[src/rtl/data_bus_mmio.sv]
// data_bus_mmio -- core data-bus bridge to a 1-cycle RAM and a small MMIO
// register window (seven-segment value, LEDs, board inputs, free-running
// counter with compare/interrupt).
//
// Ports
//   clk, rst          rising-edge clock, synchronous active-high reset
//   bus_addr          core byte address
//   bus_wr_data       write data
//   bus_mask          byte enables (writes only; reads ignore them)
//   bus_wr_en         1 = write, 0 = read
//   bus_req           request, held by the core until bus_ack
//   bus_ack           single-cycle completion strobe
//   bus_rd_data       read data, held until the next read completes
//   ram_*             word-addressed RAM port, registered read data
//   sw, key           raw asynchronous board inputs
//   sevseg, led       display / LED registers
//   timer_irq         registered (COUNT >= CMP)
//   bus_err           sticky flag, set by any unmapped access
module data_bus_mmio #(
  parameter int unsigned RAM_ADDR_W = 10,
  parameter logic [31:0] IO_BASE    = 32'h8000_0000
) (
  input  logic                  clk,
  input  logic                  rst,
  input  logic [31:0]           bus_addr,
  input  logic [31:0]           bus_wr_data,
  input  logic [3:0]            bus_mask,
  input  logic                  bus_wr_en,
  input  logic                  bus_req,
  output logic                  bus_ack,
  output logic [31:0]           bus_rd_data,
  output logic [RAM_ADDR_W-1:0] ram_addr,
  output logic [31:0]           ram_wr_data,
  output logic [3:0]            ram_byteena,
  output logic                  ram_wren,
  input  logic [31:0]           ram_rd_data,
  input  logic [9:0]            sw,
  input  logic [3:0]            key,
  output logic [31:0]           sevseg,
  output logic [7:0]            led,
  output logic                  timer_irq,
  output logic                  bus_err
);

  typedef enum logic [1:0] {IDLE, RAM_WAIT, ACK} state_t;

  // Word index inside the register window.
  localparam logic [2:0] REG_SEVSEG = 3'd0;
  localparam logic [2:0] REG_LED    = 3'd1;
  localparam logic [2:0] REG_INPUT  = 3'd2;
  localparam logic [2:0] REG_COUNT  = 3'd3;
  localparam logic [2:0] REG_CMP    = 3'd4;

  typedef struct packed {
    logic       ram;
    logic       io;
    logic       unmapped;
    logic [2:0] idx;
  } dec_t;

  state_t       state, state_nxt;
  dec_t         dec;
  logic [29:0]  io_word;
  logic         txn_start;
  logic         reg_wr, reg_rd;
  logic [31:0]  reg_rdata;
  logic [31:0]  count, cmp;
  // Two-flop synchroniser for {key, sw}; entry [1] is the safe copy.
  logic [1:0][13:0] in_sync;

  // ---------------------------------------------------------------- decode
  // Low two address bits are ignored for both RAM and registers (word
  // access); the register window is five words starting at IO_BASE.
  assign io_word = bus_addr[31:2] - IO_BASE[31:2];

  always_comb begin
    dec          = '0;
    dec.ram      = (bus_addr[31:RAM_ADDR_W+2] == '0);
    dec.io       = !dec.ram && (io_word[29:3] == '0) && (io_word[2:0] <= REG_CMP);
    dec.unmapped = !dec.ram && !dec.io;
    dec.idx      = io_word[2:0];
  end

  // A transaction is only accepted from IDLE; req in RAM_WAIT/ACK is ignored.
  assign txn_start = (state == IDLE) && bus_req;
  assign reg_wr    = txn_start && dec.io && bus_wr_en;
  assign reg_rd    = txn_start && dec.io && !bus_wr_en;

  // ---------------------------------------------------------------- RAM port
  assign ram_addr    = bus_addr[RAM_ADDR_W+1:2];
  assign ram_wr_data = bus_wr_data;
  assign ram_byteena = bus_mask;
  // Write strobe lasts only the IDLE cycle; state leaves IDLE on the next edge.
  assign ram_wren    = txn_start && bus_wr_en && dec.ram && !rst;

  // ---------------------------------------------------------------- FSM
  always_ff @(posedge clk) begin
    if (rst) state <= IDLE;
    else     state <= state_nxt;
  end

  always_comb begin
    state_nxt = state;
    unique case (state)
      IDLE:     if (bus_req) state_nxt = (dec.ram && !bus_wr_en) ? RAM_WAIT : ACK;
      RAM_WAIT: state_nxt = ACK;
      ACK:      state_nxt = IDLE;
      default:  state_nxt = IDLE;
    endcase
  end

  // Gated by rst so a transaction caught by reset in ACK never shows an ack.
  assign bus_ack = (state == ACK) && !rst;

  // ---------------------------------------------------------------- registers
  function automatic logic [31:0] byte_merge(input logic [31:0] cur,
                                             input logic [31:0] wd,
                                             input logic [3:0]  be);
    logic [31:0] r;
    r = cur;
    for (int i = 0; i < 4; i++)
      if (be[i]) r[i*8 +: 8] = wd[i*8 +: 8];
    return r;
  endfunction

  always_comb begin
    reg_rdata = '0;
    case (dec.idx)
      REG_SEVSEG: reg_rdata = sevseg;
      REG_LED:    reg_rdata = {24'd0, led};
      REG_INPUT:  reg_rdata = {18'd0, in_sync[1]};
      REG_COUNT:  reg_rdata = count;
      REG_CMP:    reg_rdata = cmp;
      default:    reg_rdata = '0;
    endcase
  end

  // Writable registers; INPUT and COUNT simply have no write path.
  always_ff @(posedge clk) begin
    if (rst) begin
      sevseg <= '0;
      led    <= '0;
      cmp    <= 32'hFFFF_FFFF;
    end else if (reg_wr) begin
      case (dec.idx)
        REG_SEVSEG: sevseg <= byte_merge(sevseg, bus_wr_data, bus_mask);
        REG_LED:    if (bus_mask[0]) led <= bus_wr_data[7:0];
        REG_CMP:    cmp    <= byte_merge(cmp, bus_wr_data, bus_mask);
        default:    ;
      endcase
    end
  end

  // Free-running counter and compare interrupt, independent of the bus.
  always_ff @(posedge clk) begin
    if (rst) begin
      count     <= '0;
      timer_irq <= 1'b0;
    end else begin
      count     <= count + 32'd1;
      timer_irq <= (count >= cmp);
    end
  end

  always_ff @(posedge clk) begin
    if (rst) in_sync <= '0;
    else     in_sync <= {in_sync[0], {key, sw}};
  end

  // ---------------------------------------------------------------- read data / error
  // Only reads touch bus_rd_data: registers and unmapped reads at the IDLE
  // edge, RAM at the RAM_WAIT edge once the registered RAM output is valid.
  always_ff @(posedge clk) begin
    if (rst) begin
      bus_rd_data <= '0;
    end else if (reg_rd) begin
      bus_rd_data <= reg_rdata;
    end else if (state == RAM_WAIT) begin
      bus_rd_data <= ram_rd_data;
    end else if (txn_start && dec.unmapped && !bus_wr_en) begin
      bus_rd_data <= '0;
    end
  end

  always_ff @(posedge clk) begin
    if (rst)                          bus_err <= 1'b0;
    else if (txn_start && dec.unmapped) bus_err <= 1'b1;
  end

endmodule

[config.mk]
export PLATFORM = sky130hd
export DESIGN_NAME = data_bus_mmio
export DESIGN_NICKNAME = d
export VERILOG_FILES = /design/src/rtl/data_bus_mmio.sv
export SDC_FILE = /design/constraint.sdc
export NUM_CORES = 1
export LEC_CHECK = 0
export ABC_CLOCK_PERIOD_IN_PS = 2400
export CORE_MARGIN = 5
export CORE_UTILIZATION = 43
export DETAILED_ROUTE_END_ITERATION = 8
export PLACE_DENSITY = 0.76
export SLEW_MARGIN = 20
export SYNTH_ARGS = -nofsm -noshare
export SYNTH_HDL_FRONTEND = slang
export SYNTH_SLANG_ARGS = --single-unit
[constraint.sdc]
create_clock -name clk -period 2.4 [get_ports clk]
set_clock_uncertainty 0.1 [all_clocks]
set_input_delay 0.48 -clock clk [delete_from_list [all_inputs] [get_ports clk]]
set_output_delay 0.48 -clock clk [all_outputs]
set_load 0.02 [all_outputs]
## After elaboration in Yosys (flattened, before gate mapping)

Index checks and enable logic that the tools add are counted.

| storage, ports and cells | value |
|---|---|
| register bits | 168 |
| input port bits | 118 |
| output and inout port bits | 122 |
| logic and storage cells | 66 |

| cells by class | value |
|---|---|
| $add $sub $neg | 2 |
| magnitude comparators | 2 |
| equality and inequality tests | 7 |
| mux-type cells | 7 |
| reduce and logical (&&, ||, !) cells | 32 |

Operators with widths:

| cell | number |
|---|---|
| 32-bit one-hot mux with 5 select lines | 1 |
| 32-bit two-way mux | 3 |
| 32-bit by 1-bit adder with 32-bit output (second input constant) | 1 |
| 32-bit greater-or-equal comparator | 1 |
| 30-bit subtractor (second input constant) | 1 |
| 27-bit zero test | 1 |
| 3-bit AND reduction | 9 |
| 20-bit zero test | 1 |
| 1-bit logical AND | 14 |
| 3-bit by 2-bit equality test with 1-bit output (second input constant) | 2 |
| 1-bit zero test | 4 |
| 2-bit two-way mux | 2 |
| 2-bit one-hot mux with 2 select lines | 1 |
| 3-bit by 1-bit equality test with 1-bit output (second input constant) | 1 |
| 3-bit equality test (second input constant) | 1 |
| 3-bit less-or-equal comparator (second input constant) | 1 |
| 3-bit zero test | 1 |
| 3-bit nonzero test | 1 |
| 2-bit by 1-bit equality test with 1-bit output (second input constant) | 1 |
| 2-bit equality test (second input constant) | 1 |
| 2-bit zero test | 1 |
| 2-bit != test (second input constant) | 1 |

## Longest topological paths before layout

| depth | value |
|---|---|
| word-level depth | 11 |
| gate-level depth with buffers | 8 |
| gate-level depth less buffers | 7 |

## Worst setup path before layout

No wires, ideal clock.

| timing path | value |
|---|---|
| path type | input port to output port |
| start | in bus_addr[14] |
| end | out ram_wren |
| data arrival time | 1830 ps |
| data required time | 1820 ps |
| path slack | -10 ps |
| stages | 4 |
| path buffers | 1 |
| cell sequence | nor4_2 nand4_2 buf_4 nor3_1 |

| on the way | value |
|---|---|
| cells in the longest elaborated chain, start to end | 3 |

RTL lines:

| what | line | source |
|---|---|---|
| start: declaration | 25 | `input logic [31:0] bus_addr,` |
| 20-bit zero test | 78 | `dec.ram = (bus_addr[31:RAM_ADDR_W+2] == '0);` |
| 1-bit logical AND (2 in a row) | 94 | `assign ram_wren = txn_start && bus_wr_en && dec.ram && !rst;` |
| end: declaration | 35 | `output logic ram_wren,` |

No other way between the ends.

## Final worst setup path

| timing path | value |
|---|---|
| start | reg state[1] |
| end | out ram_wren |

| on the way | value |
|---|---|
| cells in the longest elaborated chain, start to end | 5 |

RTL lines:

| what | line | source |
|---|---|---|
| start: declaration | 61 | `state_t state, state_nxt;` |
| start signal: assignment | 99 | `else state <= state_nxt;` |
| 2-bit zero test | 85 | `assign txn_start = (state == IDLE) && bus_req;` |
| 1-bit logical AND | 85 |  |
| 1-bit logical AND (3 in a row) | 94 |  |

No other way between the ends.

==> impl_metrics.csv <==
group,metric,value,unit
outcome,status,"finished clean",
yosys,synthArstFlopShare,0,%
clock_network,cts_max_path_buffers,2,
detailed_routing,dr.pass1.iters,7,
grt,grt_pass1_wl,39.7,mm
yosys,syn_nets,1072,
sta,slew_viol_final,0,
worst_setup_path,crit_required,1.82,ns
detailed_routing,drc,0,
worst_setup_path,ff2ff_path_depth,8,
worst_setup_path,reg2reg_to,"sevseg[22]",
worst_setup_path,path_cells,"or3b_4 > nor2_1 > nand2_1 > nor3_4 > buf_6",
sta,timing.setup.tns,0,ns
worst_setup_path,cp_slowest_cell,"or3b_4",
place,place_inst,1396,
yosys,yosysMostFrequentCell,"dfxtp_1",
yosys,yosys.area.top_type,"dfxtp_1",
clock_network,cts-root-buf,"clkbuf_16",
worst_setup_path,r2r_slack,0.13,ns
yosys,synth_area_leaders,"dfxtp_1 (41%), mux2i_1 (10%), ha_1 (5.0%), nor2_1 (4.5%), buf_4 (4.3%)",
detailed_routing,dr.first_iter.drc_count,544,
detailed_routing,vias,7575,
detailed_routing,vias_per_cell,5.29,
worst_setup_path,path_depth,5,
yosys,synth-warning-count,0,
power_and_ir_drop,pwr_density_cell,523,nW/um^2
yosys,syn_inst,921,
place,place_congestion,0.872,
grt,antenna_found_initial,1,
yosys,avgSynthCellArea,9.00,sq um
clock_network,clkSlewWorstSetupHoldPaths,0.06,ns
sta,tightest_slew,0.606,ns
final_layout,drive_above_1_share,12.2,%
worst_setup_path,cp-end-kind,"primary output",
worst_setup_path,startpoint_type,"flop",
clock_network,cts_made_buffers,17,
floorplanning,placementRows,50,
sta,hold_slack,0.335,ns
sta,fmax,427,MHz
yosys,syn_area,8290,sq um
yosys,ys_seq_area_share,40.6,%
power_and_ir_drop,finalPower,0.00618,W
grt,overflow,0,
floorplanning,die_w,149,um
yosys,synth_top_area_share,40.6,%
place,portBuffers,237,
final_layout,stdcell_count,1431,
yosys,synth-main-ff-cell,"dfxtp_1",
worst_setup_path,crit_buf_inv,1,
sta,fin_crit_sh,97.6,%
sta,fin_crit,2.34,ns
final_layout,area_delta_synth_final,42.6,%
detailed_routing,wl_per_cell,17.9,um
yosys,synth_top_cells_by_count,"dfxtp_1 (168), nor2_1 (100), mux2i_1 (83)",
sta,hold_viol,0,
worst_setup_path,crit_family,"simple AND/OR/NAND/NOR gates",
final_layout,final_nets,1309,
floorplanning,ioPinCount,240,
grt,grt_pass1_vias,7204,
sta,relSlewSlack,59.5,%
worst_setup_path,cp.arrival,1.76,ns
run,cap_violations,0,
detailed_routing,ant_nets,0,
worst_setup_path,worstSetupEndpoint,"ram_wren",
clock_network,cts.sinks,168,
yosys,synth_seq_cells,168,
final_layout,utilization,62.8,%
worst_setup_path,path_class,"reg -> out",
yosys,synth-edff-count,0,
clock_network,htreeDepth,4,
power_and_ir_drop,peakVddDrop,442,uV
floorplanning,fp.dieH,149,um
clock_network,hold_buffers,0,
worst_setup_path,crit_start,"state[1]",
clock_network,clkLatencyLatePin,0.42,ns
floorplanning,initial_core_util,44.0,%
floorplanning,coreArea,18800,sq um
floorplanning,dieArea,22200,sq um
worst_setup_path,max_stage_delay,0.40,ns
sta,setup_violations,0,
detailed_routing,wirelength,25.7,mm
power_and_ir_drop,p_leak,4.61,nW
clock_network,tritoncts,"yes",
worst_setup_path,crit_path_max_fanout,5,
worst_hold_path,hp-class,"reg -> reg",
worst_setup_path,r2r-start,"state[1]",
place,dp_hpwl,19.2,mm
yosys,yosysUniqueCellTypes,45,
grt,grt_usage,22.4,%
grt,grt_max_degree,96,
[cell usage in the layout (no fill, tap or decap), types with 31 or more instances in the layout]
cell and instances:
clkdlybuf4s50_1 215, nor2_1 100, o211ai_1 32, dfxtp_1 167, nor2b_1 31, buf_4 69, ha_1 33, nand2_1 63
mux2i_1 83, inv_1 37, a21oi_1 50
[per-stage QoR]
step                      setup WS, ns  instance area (sq um)
after floorplan                0.00441                   8300
after global placement          -0.294                  11200
after detailed placement        -0.306                  11200
after CTS                      0.00659                  11800
after global routing           -0.0118                  11800
final                           0.0587                  11800
[registers in the layout (all words and copies together) (netlist names)]
register / count
cmp: 32
bus_err: 1
state: 2
led: 8
bus_rd_data: 32
timer_irq: 1
count: 32
sevseg: 32
in_sync: 28
[report_power, final]
group | switching, W | internal, W | leakage (nW) | total [W]
clock | 0.00111 | 0.00152 | 0.274 | 0.00263
sequential | 0.0000169 | 0.00282 | 1.36 | 0.00284
combinational | 0.000339 | 0.000379 | 2.98 | 0.000718
[cells by family after synthesis]
kind of cell	Yosys count	synth area share, %
muxes	89	10.8
buffers and inverters	138	8.54
AOI/OAI and AO/OA	173	13.5
xor gates and xnor gates	25	2.64
and+or+nand+nor	295	19.0
adders and majority gates	33	4.98
DFF	168	40.6
[worst min-delay path by stage]
stage,depth (start not counted),start,slack (ns),end
2_1_floorplan,1,in_sync[0],0.31,in_sync[14]
3_3_place_gp,1,in_sync[3],0.32,in_sync[17]
3_5_place_dp,1,in_sync[4],0.32,in_sync[18]
4_1_cts,1,in_sync[4],0.34,in_sync[18]
5_1_grt,1,in_sync[4],0.36,in_sync[18]
6_report,1,in_sync[5],0.34,in_sync[19]
[timing repair]
item                                    4_1_cts  5_1_grt
endpoints found under the setup margin        2       93
gates resized for setup                      18       11
pin swaps                                     8        8
buffers inserted                              4        1
[layout make-up]
cell class | instances | area [sq um]
fill | 1562 | 7000
multi-input combinational | 615 | 4290
sequential | 168 | 3360
timing repair buffer | 318 | 3140
clock buffer | 23 | 478
tap | 260 | 325
inverter | 38 | 143
clock inverter | 8 | 90.1
antenna | 1 | 2.50
[worst register-to-register path: stages (launching register included)]
cell,delay (ns)
dfxtp_2,0.35
or3b_4,0.40
buf_4,0.14
nand2b_1,0.18
buf_12,0.18
nor4_4,0.35
buf_12,0.19
mux2i_1,0.21
nor2_1,0.05
[layer usage]
metal	vias to the layer above	track usage [%]	share of wire, %
met4	0	5.17	1.8
met3	32	4.65	7.4
met2	304	37.5	48
li1	3696	-	-
met1	3543	29.8	43
met5	-	0	0
Note: power is estimated with default switching activity, not from simulation.
